### config.mk
export PLATFORM = sky130hd
export DESIGN_NAME = muldiv_unit
export DESIGN_NICKNAME = d
export VERILOG_FILES = /design/src/rtl/muldiv_unit.sv
export SDC_FILE = /design/constraint.sdc
export NUM_CORES = 1
export LEC_CHECK = 0
export ABC_CLOCK_PERIOD_IN_PS = 3790
export CAP_MARGIN = 20
export CORE_UTILIZATION = 38
export CTS_CLUSTER_SIZE = 14
export DETAILED_ROUTE_END_ITERATION = 12
export HOLD_SLACK_MARGIN = 0.06
export PLACE_DENSITY = 0.63
export SYNTH_ARGS = -nofsm -noshare
export SYNTH_HDL_FRONTEND = slang
export SYNTH_SLANG_ARGS = --single-unit
### constraint.sdc
create_clock -name clock -period 3.79 [get_ports clock]
set_input_delay 0.379 -clock clock [delete_from_list [all_inputs] [get_ports clock]]
set_output_delay 0.379 -clock clock [all_outputs]
set_load 0.01 [all_outputs]
### src/rtl/muldiv_unit.sv
// Iterative 32-bit multiply/divide unit with architectural HI/LO registers.
// Optional signed MULT/DIV support is enabled with `define MULDIV_SIGNED_EN.
module muldiv_unit (
  input  logic        clock,
  input  logic        reset_n,
  input  logic        start,
  input  logic [1:0]  op,
  input  logic [31:0] rs_data,
  input  logic [31:0] rt_data,
  input  logic        hi_we,
  input  logic        lo_we,
  input  logic [31:0] wdata,
  output logic        busy,
  output logic        done,
  output logic [31:0] hi,
  output logic [31:0] lo
);

  localparam int unsigned DW     = 32;
  localparam int unsigned CNT_W  = 6;
  localparam int unsigned STEPS  = 32;

  typedef enum logic [1:0] {
    S_IDLE = 2'd0,
    S_RUN  = 2'd1,
    S_DONE = 2'd2
  } state_t;

  state_t              r_state;
  state_t              w_state_nxt;

  logic                r_busy;
  logic                r_done;
  logic [DW-1:0]       r_hi;
  logic [DW-1:0]       r_lo;
  logic [2*DW-1:0]     r_acc;
  logic [CNT_W-1:0]    r_cnt;
  logic [DW-1:0]       r_b;
  logic [DW-1:0]       r_rs;
  logic                r_is_div;
  logic                r_div0;

  logic                w_busy_nxt;
  logic                w_done_nxt;
  logic [DW-1:0]       w_hi_nxt;
  logic [DW-1:0]       w_lo_nxt;
  logic [2*DW-1:0]     w_acc_nxt;
  logic [CNT_W-1:0]    w_cnt_nxt;
  logic                w_latch;

  logic [DW-1:0]       w_a_mag;
  logic [DW-1:0]       w_b_mag;
  logic [DW:0]         w_mul_sum;
  logic [2*DW-1:0]     w_mul_step;
  logic [DW:0]         w_div_top;
  logic [DW:0]         w_div_diff;
  logic [2*DW-1:0]     w_div_step;
  logic [2*DW-1:0]     w_prod;
  logic [DW-1:0]       w_quo;
  logic [DW-1:0]       w_rem;
  logic [DW-1:0]       w_res_hi;
  logic [DW-1:0]       w_res_lo;

`ifdef MULDIV_SIGNED_EN
  logic                w_signed;
  logic                w_a_neg;
  logic                w_b_neg;
  logic                r_neg_q;
  logic                r_neg_r;

  // MULT/DIV (op[0]=0) run on magnitudes; result signs are recorded at latch time
  assign w_signed = ~op[0];
  assign w_a_neg  = w_signed & rs_data[DW-1];
  assign w_b_neg  = w_signed & rt_data[DW-1];
  assign w_a_mag  = w_a_neg ? DW'(-rs_data) : rs_data;
  assign w_b_mag  = w_b_neg ? DW'(-rt_data) : rt_data;

  always_ff @(posedge clock or negedge reset_n) begin
    if (!reset_n) begin
      r_neg_q <= 1'b0;
      r_neg_r <= 1'b0;
    end else if (w_latch) begin
      r_neg_q <= w_a_neg ^ w_b_neg;
      r_neg_r <= w_a_neg;
    end
  end

  // 0x80000000 / -1 falls out naturally: magnitude quotient 0x80000000 negates to itself
  always_comb begin
    w_prod = r_neg_q ? (2*DW)'(-r_acc) : r_acc;
    w_quo  = r_neg_q ? DW'(-r_acc[DW-1:0]) : r_acc[DW-1:0];
    w_rem  = r_neg_r ? DW'(-r_acc[2*DW-1:DW]) : r_acc[2*DW-1:DW];
  end
`else
  logic                w_unused_op0;

  assign w_unused_op0 = op[0];
  assign w_a_mag      = rs_data;
  assign w_b_mag      = rt_data;
  assign w_prod       = r_acc;
  assign w_quo        = r_acc[DW-1:0];
  assign w_rem        = r_acc[2*DW-1:DW];
`endif

  // Shift-add multiply step: multiplier consumed from acc LSB, product grows from top
  assign w_mul_sum  = {1'b0, r_acc[2*DW-1:DW]} + (r_acc[0] ? {1'b0, r_b} : (DW+1)'(0));
  assign w_mul_step = {w_mul_sum, r_acc[DW-1:1]};

  // Restoring divide step: acc = {remainder, dividend/quotient}
  assign w_div_top  = r_acc[2*DW-1:DW-1];
  assign w_div_diff = w_div_top - {1'b0, r_b};
  assign w_div_step = w_div_diff[DW] ? {r_acc[2*DW-2:0], 1'b0}
                                     : {w_div_diff[DW-1:0], r_acc[DW-2:0], 1'b1};

  always_comb begin
    w_res_hi = w_prod[2*DW-1:DW];
    w_res_lo = w_prod[DW-1:0];
    if (r_is_div) begin
      if (r_div0) begin
        w_res_hi = r_rs;
        w_res_lo = {DW{1'b1}};
      end else begin
        w_res_hi = w_rem;
        w_res_lo = w_quo;
      end
    end
  end

  always_ff @(posedge clock or negedge reset_n) begin
    if (!reset_n) r_state <= S_IDLE;
    else          r_state <= w_state_nxt;
  end

  always_comb begin
    w_state_nxt = r_state;
    w_busy_nxt  = r_busy;
    w_done_nxt  = 1'b0;
    w_hi_nxt    = r_hi;
    w_lo_nxt    = r_lo;
    w_acc_nxt   = r_acc;
    w_cnt_nxt   = r_cnt;
    w_latch     = 1'b0;
    case (r_state)
      S_IDLE: begin
        if (start) begin
          w_latch     = 1'b1;
          w_state_nxt = S_RUN;
          w_busy_nxt  = 1'b1;
        end else begin
          if (hi_we) w_hi_nxt = wdata;
          if (lo_we) w_lo_nxt = wdata;
        end
      end
      S_RUN: begin
        w_acc_nxt = r_is_div ? w_div_step : w_mul_step;
        w_cnt_nxt = r_cnt + CNT_W'(1);
        if (r_cnt == CNT_W'(STEPS - 1)) w_state_nxt = S_DONE;
      end
      S_DONE: begin
        w_hi_nxt    = w_res_hi;
        w_lo_nxt    = w_res_lo;
        w_done_nxt  = 1'b1;
        w_busy_nxt  = 1'b0;
        w_state_nxt = S_IDLE;
        if (start) begin
          w_latch     = 1'b1;
          w_state_nxt = S_RUN;
          w_busy_nxt  = 1'b1;
        end
      end
      default: begin
        w_state_nxt = S_IDLE;
        w_busy_nxt  = 1'b0;
      end
    endcase
    if (w_latch) begin
      w_acc_nxt = {DW'(0), w_a_mag};
      w_cnt_nxt = CNT_W'(0);
    end
  end

  always_ff @(posedge clock or negedge reset_n) begin
    if (!reset_n) begin
      r_busy   <= 1'b0;
      r_done   <= 1'b0;
      r_hi     <= '0;
      r_lo     <= '0;
      r_acc    <= '0;
      r_cnt    <= '0;
      r_b      <= '0;
      r_rs     <= '0;
      r_is_div <= 1'b0;
      r_div0   <= 1'b0;
    end else begin
      r_busy <= w_busy_nxt;
      r_done <= w_done_nxt;
      r_hi   <= w_hi_nxt;
      r_lo   <= w_lo_nxt;
      r_acc  <= w_acc_nxt;
      r_cnt  <= w_cnt_nxt;
      if (w_latch) begin
        r_b      <= w_b_mag;
        r_rs     <= rs_data;
        r_is_div <= op[1];
        r_div0   <= (rt_data == DW'(0));
      end
    end
  end

  assign busy = r_busy;
  assign done = r_done;
  assign hi   = r_hi;
  assign lo   = r_lo;

endmodule

# Yosys cells after proc, flatten, opt, wreduce, memory -nomap -nowiden
# Cells that the tools add are included.
[classes]
n_addsub = 3
multipliers = 0
div_mod_pow = 0
order_cmp = 0
n_eq_ne = 8
n_shift = 0
mux = 26
n_bitwise = 1
reduce_logical = 9
[op_table]
columns = ["op", "count"]
rows = [
  ["32-bit 2-to-1 mux", 9],
  ["64-bit 2-to-1 mux", 4],
  ["32-bit one-hot mux with 2 select lines", 2],
  ["32-bit by 32-bit adder with 33-bit output", 1],
  ["33-bit by 32-bit subtractor with 33-bit output", 1],
  ["32-bit zero test", 1],
  ["6-bit 2-to-1 mux", 2],
  ["2-bit inequality test, second input constant", 5],
  ["6-bit by 1-bit adder with 6-bit output, second input constant", 1],
  ["6-bit by 5-bit == test with 1-bit output, second input constant", 1],
  ["2-bit one-hot mux with 3 select lines", 1],
  ["3-bit AND reduction", 2],
  ["1-bit 2-to-1 mux", 5],
  ["2-bit 2-to-1 mux", 2],
  ["2-bit AND reduction", 2],
  ["2-bit nonzero test", 2],
  ["1-bit one-hot mux with 3 select lines", 1],
  ["2-bit by 1-bit == test with 1-bit output, second input constant", 1],
  ["2-bit == test, second input constant", 1],
  ["2-bit zero test", 1],
  ["2-bit OR reduction", 1],
  ["1-bit inverter", 1],
]
[word_totals]
register_bits = 204
latch_bits = 0
ramBits = 0
romBits = 0
out_inout_bits = 66
n_memories = 0

# Logic depth before layout (Yosys ltp)
# Gate-level depths: netlist (run 1).
[logic_depth]
depth_word = 5
depth_mapped = 13

# Worst setup path after synthesis (run 1)
# Ideal clock, no wire load.
[synth_timing]
kind = "reg2reg"
start = "register r_acc[0]"
end = "register r_acc[59]"
setup_time_ns = 0.131
t_arrival_ns = 3.004
t_required_ns = 3.659
slack_ns = 0.656
path_stages_with_launch = 14
period_less_slack_ns = 3.134
cell_sequence = "dfrtp_1 -> and2_1 -> ha_1 -> inv_1 -> fa_1 -> nand2b_1 -> a211oi_1 -> o2111ai_1 -> a31oi_1 -> a21boi_1 -> o311ai_0 -> xor2_1 -> a22oi_1 -> nand3_1"
[synth_between]
elab_chain_cells = 5
[synth_lines]
columns = ["element", "line", "rtl"]
rows = [
  ["from (decl)", "36", "logic [2*DW-1:0] r_acc;"],
  ["from (signal assigned)", "199", "r_acc <= w_acc_nxt;"],
  ["32-bit 2-to-1 mux", "106", "assign w_mul_sum = {1'b0, r_acc[2*DW-1:DW]} + (r_acc[0] ? {1'b0, r_b} : (DW+1)'(0));"],
  ["32-bit by 32-bit adder with 33-bit output", "106", ""],
  ["64-bit 2-to-1 mux", "155", "w_acc_nxt = r_is_div ? w_div_step : w_mul_step;"],
  ["64-bit 2-to-1 mux", "143", "case (r_state)"],
  ["64-bit 2-to-1 mux", "176", "if (w_latch) begin"],
]
# No other way between the ends. The select of a mux whose other input is x is not followed.
# A chain may end at the register's enable or synchronous reset.

# Worst setup path after layout (run 1)
[layout_timing]
start = "register r_b[0]"
end = "register r_acc[61]"
[layout_between]
elab_chain_cells = 5
word_cells_on_any_way = 7
cone_classes = "add/sub: 2; mux: 5"
[layout_lines]
columns = ["element", "line", "rtl"]
rows = [
  ["from (decl)", "38", "logic [DW-1:0] r_b;"],
  ["from (signal assigned)", "202", "r_b <= w_b_mag;"],
  ["33-bit by 32-bit subtractor with 33-bit output or 32-bit 2-to-1 mux (tied branches)", "111, 106", ""],
  ["64-bit 2-to-1 mux or 32-bit by 32-bit adder with 33-bit output (tied branches)", "112, 106", ""],
  ["64-bit 2-to-1 mux (*)", "155", ""],
  ["64-bit 2-to-1 mux (*)", "143", ""],
  ["64-bit 2-to-1 mux (*)", "176", ""],
]
# Every way passes the cells marked *; elsewhere a longest branch is shown, timed or not. The select of a mux whose other input is x is not followed.

==> results by group, run 1 <==
Outcome
  • Status: finished clean

CTS
  • TritonCTS clock tree: done
  • Sink Count: 204
  • Max Root-Sink Buffers: 3
  • Clk_lat worst skew: 0.53 ns
  • Post-CTS sizing: 0
  • Htree depth: 1
  • Clk root buf: clkbuf_16
  • Clk slew on worst S/H paths: 0.06 ns
  • TritonCTS Buffers: 26

Finish
  • Fill count: 3247
  • Most common cell after layout, fill and taps aside: nand2_1
  • Share of post-route cells with drive strength above 1: 5.23%
  • Area grow syn2layout: 23.1%
  • Most frequent cells in the layout: nand2_1 (330), dfrtp_1 (203), clkdlybuf4s50_1 (166), a21oi_1 (153), o21ai_0 (133)
  • Final nets: 1893
  • Register Area: 0.00511 mm^2
  • Multi-input logic area: 0.00738 mm^2
  • Fin util: 47.8%

Synth
  • Mapped cell area: 0.0130 mm^2
  • Post-Syn Area per Cell: 8.18 um^2
  • Flops & latches, synth: 204
  • Post-synth EDFFs: 0
  • Post-Synthesis Cells: 1595
  • Syn. warnings: 0
  • Main synth FF type: dfrtp_1
  • Syn_nets: 1765
  • Post-synth ARST share: 100%
  • Part of the Yosys area used for sequential elements: 39.1%
  • Yosys cell types: 74

Floorplan
  • Chip Height: 187 um
  • Core area: 0.0336 mm^2
  • Die ar.: 0.0351 mm^2
  • IO Pins: 169
  • Starting density of the core: 38.8%
  • # rows: 67
  • Die W: 187 um

Timing
  • FMAX: 280 MHz
  • Setup slack after layout: 0.214 ns
  • Fin crit share: 94.4%
  • Setup TNS: 0 ns
  • Slew headroom: 34.3%
  • Worst Skew: 0.0155 ns
  • Minimum clock period: 3.58 ns
  • # setup viols final: 0
  • Least-Margin Pin Slew: 0.986 ns
  • Slew Limit Fails: 0
  • RSZ-0062 raised after global routing: no
  • Final Hold Viols: 0

Critical path
  • CP startpoint kind: register
  • Worst path arrival time: 4.00 ns
  • WS Path Type: register to register
  • CP endpoint kind: register
  • Crit path launch: r_b[0]$_DFFE_PN0P_
  • CP Data Required Time: 4.21 ns
  • CP max FO: 4
  • RR Startpoint: r_b[0]$_DFFE_PN0P_

Pwr
  • Pleak: 7.24 nW
  • Total power: 0.0167 W
  • VDD IR max: 602 uV
  • P per Cell Area: 1040 mW/mm^2

Place
  • Dpl hpwl: 30.5 mm
  • Port buffer count: 167
  • Pre-CTS setup slack: 0.291 ns
  • GPL Wtd Cong: 0.932

Hold path
  • Min-delay worst type: input pin to register
  • Hold_sp: rs_data[21]

Global route
  • Number of global-route vias before repair: 11820
  • First-pass GRT wire length: 67.2 mm
  • Initial antenna violation count: 3
  • GRT overflow: 0
  • Largest net degree at the start of global routing: 129
  • Gr usage total: 23.9%

Routing
  • Routed WL: 41.8 mm
  • Initial DRT Pass Iterations: 5
  • Mean number of vias per cell: 5.49
  • Routed vias: 12032
  • # DRC: 0
  • First-iteration detailed-routing DRC count: 977
  • Number of routed nets with antenna violations: 0
  • Routed wire per std cell: 19.1 um

Flow run
  • Max Cap Violations: 0
[final timing paths]
path | slack, ns | end | cells past startpoint
max in group asynchronous | 2.25 | r_acc[39]$_DFFE_PN0P_ | 3
min reg2reg | 0.47 | r_rs[13]$_DFFE_PN0P_ | 2
min | 0.41 | r_rs[21]$_DFFE_PN0P_ | 3
max reg2reg | 0.21 | r_acc[61]$_DFFE_PN0P_ | 14
max | 0.21 | r_acc[61]$_DFFE_PN0P_ | 14
min in group asynchronous | 0.52 | hi[0]$_DFFE_PN0P_ | 2
[report_power, final]
| part | total [W] | switching, W | internal (W) | leakage (nW) |
|---|---|---|---|---|
| Sequential | 0.00425 | 0.000990 | 0.00326 | 2.52 |
| Combinational | 0.00992 | 0.00560 | 0.00431 | 4.29 |
| Clock | 0.00254 | 0.000967 | 0.00158 | 0.432 |
[flip-flops by register name, summed over array words and instances (netlist names), 2 cells and up]
register / flops
r_acc: 64
hi: 32
lo: 32
r_b: 32
r_rs: 32
r_cnt: 6
r_state: 2
[critical path, cell delays in order, from the launching register on]
cell and delay, ns:
dfrtp_1 0.38, and2_1 0.15, ha_1 0.21, inv_1 0.07, fa_1 0.41, nand2b_1 0.18, a211oi_1 0.33, o2111ai_1 0.23
a31oi_1 0.24, buf_4 0.17, a31oi_1 0.12, o21ai_0 0.39, a211oi_1 0.16, mux2i_1 0.14, a311oi_1 0.28
[layer usage]
layer / track usage, % / share of wire (%) / wire, um
met1: 33.7 / 46 / 19100
met3: 3.75 / 6.4 / 2660
met2: 38.4 / 46 / 19300
met5: 0 / 0.019 / 8
met4: 5.71 / 1.9 / 783
[through the flow]
step,hold WS (ns),std cells,area (um^2)
final,0.407,2190,16100
after detailed placement,0.462,2142,15200
after global routing,0.413,2190,16100
after CTS,0.384,2188,16100
after global placement,0.458,2142,15200
after floorplan,0.0834,1595,13000
[cell families after synthesis]
family / share of synthesized area, %
xor gates and xnor gates: 4.03
adders and majority gates: 6.54
AOI/OAI and AO/OA: 21.4
buffers and inverters: 4.48
and+or+nand+nor: 19.8
muxes: 4.61
DFF: 39.1
[synthesized netlist by cell type, types with 3 or more instances]
| library cell | instances | area, um^2 |
|---|---|---|
| o31ai_1 | 5 | 37.5 |
| mux2i_1 | 59 | 591 |
| a31oi_1 | 38 | 238 |
| o22ai_1 | 4 | 25.0 |
| nand2b_1 | 16 | 100 |
| and2_1 | 37 | 231 |
| dfrtp_1 | 204 | 5100 |
| nand2_1 | 330 | 1240 |
| inv_1 | 50 | 188 |
| a211oi_1 | 9 | 67.6 |
| nand4_1 | 13 | 81.3 |
| ha_1 | 65 | 813 |
| o21ai_1 | 19 | 95.1 |
| nor4_1 | 10 | 62.6 |
| buf_2 | 5 | 25.0 |
| nand3b_1 | 4 | 30.0 |
| a311oi_1 | 3 | 26.3 |
| clkbuf_1 | 72 | 270 |
| nor2_1 | 94 | 353 |
| o21bai_1 | 8 | 60.1 |
| nor2b_1 | 7 | 43.8 |
| xor2_1 | 28 | 245 |
| o21ai_0 | 133 | 666 |
| a22oi_1 | 20 | 150 |
| o211ai_1 | 9 | 67.6 |
| o21a_1 | 6 | 45.0 |
| o221ai_1 | 4 | 35.0 |
| a211o_1 | 5 | 43.8 |
| a21boi_1 | 3 | 22.5 |
| buf_1 | 17 | 63.8 |
| a21o_1 | 20 | 150 |
| xnor2_1 | 27 | 236 |
| a21oi_1 | 153 | 766 |
| nand3_1 | 54 | 270 |
| a21oi_2 | 3 | 26.3 |
| nor3_1 | 12 | 60.1 |
[repair_timing]
action	CTS	global route
endpoints found under the hold margin	82	0
buffers inserted	0	0
hold buffers	1	0
[cell type report]
type	instances	share of cell area, %
Inverter	50	1.17
Antenna cell	2	0.0312
Multi-Input combinational cell	1244	46.0
Clock buffer	38	4.71
Sequential cell	204	31.8
Clock inverter	7	0.756
Tap cell	448	3.49
Timing Repair Buffer	197	12.1
No activity file was read; power rests on OpenSTA's default activity.
==> run 2: changes to the inputs <==
CORE_ASPECT_RATIO = 1.25   (was not set)
CORE_UTILIZATION = 57   (was 38)
PLACE_DENSITY = 0.87   (was 0.63)
==> run 2 against run 1 <==
  * Register-to-register slack about the same
  * Sequential share of layout area up 0.37 points
  * Clock power about the same
  * Non-clock buffer count up 6
  * Worst hold slack worse by 0.11 ns
  * Die area down 33%
  * Critical path type unchanged
  * Critical endpoint is now r_acc[59]$_DFFE_PN0P_
  * Highest routed layer is now met4
==> results by group, run 2 (synthesized netlist as in run 1, its figures left out) <==
CTS
  • TritonCTS Buffers: 23
  • Clk_lat worst skew: 0.51 ns
  • TritonCTS clock tree: done
  • Clk root buf: clkbuf_16
  • Clk slew on worst S/H paths: 0.06 ns
  • Max Root-Sink Buffers: 3
  • Htree depth: 1
  • # Post-CTS Setup Buffers: 0
  • Sink Count: 204
  • Post-CTS sizing: 0

Routing
  • Mean number of vias per cell: 6.25
  • # DRC: 0
  • First-iteration detailed-routing DRC count: 1315
  • Initial DRT Pass Iterations: 8
  • Routed WL: 39.6 mm
  • Number of routed nets with antenna violations: 0
  • Routed vias: 12658
  • Routed wire per std cell: 19.6 um

Finish
  • Biggest register: r_acc
  • Max FFs per register: 64
  • Share of post-route cells with drive strength above 1: 5.63%
  • Most common cell after layout, fill and taps aside: nand2_1
  • Final nets: 1896
  • Fin util: 71.0%
  • Most frequent cells in the layout: nand2_1 (330), dfrtp_1 (203), clkdlybuf4s50_1 (166), a21oi_1 (153), o21ai_0 (133)
  • Area grow syn2layout: 21.7%
  • # diodes: 0

Flow run
  • Max Cap Violations: 0

Floorplan
  • Starting density of the core: 58.3%
  • # rows: 61
  • Core area: 0.0224 mm^2
  • Die ar.: 0.0235 mm^2
  • Die W: 137 um
  • Chip Height: 171 um
  • IO Pins: 169

Timing
  • Worst Skew: 0.0110 ns
  • Final Hold Viols: 0
  • Minimum clock period: 3.57 ns
  • Slew headroom: 37.1%
  • FMAX: 280 MHz
  • Least-Margin Pin Slew: 0.943 ns
  • Setup TNS: 0 ns
  • RSZ-0062 raised after global routing: no
  • Worst hold slack: 0.294 ns
  • Fin crit share: 94.1%
  • Slew Limit Fails: 0
  • # setup viols final: 0

Global route
  • First-pass GRT wire length: 62.7 mm
  • GRT overflow: 0
  • Largest net degree at the start of global routing: 123
  • Initial antenna violation count: 0
  • Number of global-route vias before repair: 12176
  • Gr usage total: 33.9%

Pwr
  • Switch share: 45.2%
  • Switch Pwr: 0.00756 W
  • Pleak: 7.26 nW
  • VDD IR max: 545 uV
  • Internal power: 0.00917 W
  • P per Cell Area: 1050 mW/mm^2
  • Gate power share: 59.4%
  • Clk pwr share: 15.1%
  • Sequential Power Share: 25.4%

Hold path
  • Min-delay worst type: input pin to asynchronous set/reset pin

Critical path
  • RR Startpoint: r_b[0]$_DFFE_PN0P_
  • WS Path Type: register to register
  • Most used cell, CP: buf_4
  • CP Data Required Time: 4.18 ns
  • CP max FO: 4
  • Critical Path, Cell by Cell: and2_1 > ha_1 > inv_1 > fa_1 > nand2b_1 > a211oi_1 > o2111ai_1 > a31oi_1 > buf_4 > a21boi_1 > o311ai_0 > buf_4 > xor2_1 > a22oi_1 > nand3_1
  • R2r endpoint: r_acc[59]$_DFFE_PN0P_
  • Slowest cell on the critical path: fa_1
  • FF-to-FF setup slack: 0.22 ns
  • CP endpoint kind: register
  • CP startpoint kind: register
  • Reg2reg path depth: 15
  • Slowest Stage Delay on Critical Path: 0.43 ns
  • Worst path arrival time: 3.95 ns

Place
  • GPL Wtd Cong: 0.945
  • Dpl hpwl: 27.7 mm
  • Port buffer count: 167

Outcome
  • Status: finished clean
-- run 2: cell type report --
cell class                 instances  area (um^2)
sequential                       204         5110
inverter                          50          188
clock inverter                    11          198
multi-input combinational       1244         7390
fill                            1751         6480
timing repair buffer             203         1980
clock buffer                      30          662
tap                              283          354
-- run 2: how the worst max path moves through the flow --
| stage | startpoint | to | slack, ns |
|---|---|---|---|
| 6_report | r_b[0]$_DFFE_PN0P_ | r_acc[59]$_DFFE_PN0P_ | 0.22 |
| 5_1_grt | r_b[0]$_DFFE_PN0P_ | r_acc[61]$_DFFE_PN0P_ | 0.03 |
| 4_1_cts | r_b[0]$_DFFE_PN0P_ | r_acc[59]$_DFFE_PN0P_ | 0.27 |
| 3_5_place_dp | r_b[0]$_DFFE_PN0P_ | r_acc[59]$_DFFE_PN0P_ | 0.27 |
| 3_3_place_gp | r_b[0]$_DFFE_PN0P_ | r_acc[59]$_DFFE_PN0P_ | 0.33 |
| 2_1_floorplan | r_acc[0]$_DFFE_PN0P_ | r_acc[59]$_DFFE_PN0P_ | 0.66 |
-- run 2: what timing repair did --
| action | in CTS | in global routing |
|---|---|---|
| endpoints found under the hold margin | 0 | 24 |
| hold buffers | 0 | 1 |
| endpoints found under the setup margin | 0 | 0 |
-- run 2: metrics by stage --
stage	setup slack, ns	total power (W)	area, um^2	std cells
2_1_floorplan	0.656	0.0110	13000	1595
3_3_place_gp	0.329	0.0137	15000	1982
3_5_place_dp	0.273	0.0140	15000	1982
4_1_cts	0.270	0.0166	15800	2023
5_1_grt	0.0307	0.0179	15900	2025
6_report	0.225	0.0167	15900	2025
-- run 2: routing by layer --
layer,up-vias,part of all wire (%),global-route usage [%]
li1,5853,-,-
met5,-,0,0
met1,6089,40,44.5
met3,111,8.0,4.30
met4,0,2.9,11.1
met2,605,49,57.5
-- run 2: power by group through the flow --
stage               logic [W]  registers [W]  clock network [W]
finish                0.00994        0.00426            0.00253
global route           0.0109        0.00435            0.00264
CTS                   0.00982        0.00421            0.00254
detailed placement    0.00973        0.00424                  0
global placement      0.00950        0.00419                  0
floorplan             0.00693        0.00406                  0
-- run 2: worst max-delay path, delay by kind of cell, from the launching register on --
kind	cells	cell delay (ns)
simple gates	3	0.41
fa+ha+maj	2	0.66
flops	1	0.37
buf+inv	3	0.44
compound gates	6	1.50
xor+xnor	1	0.05
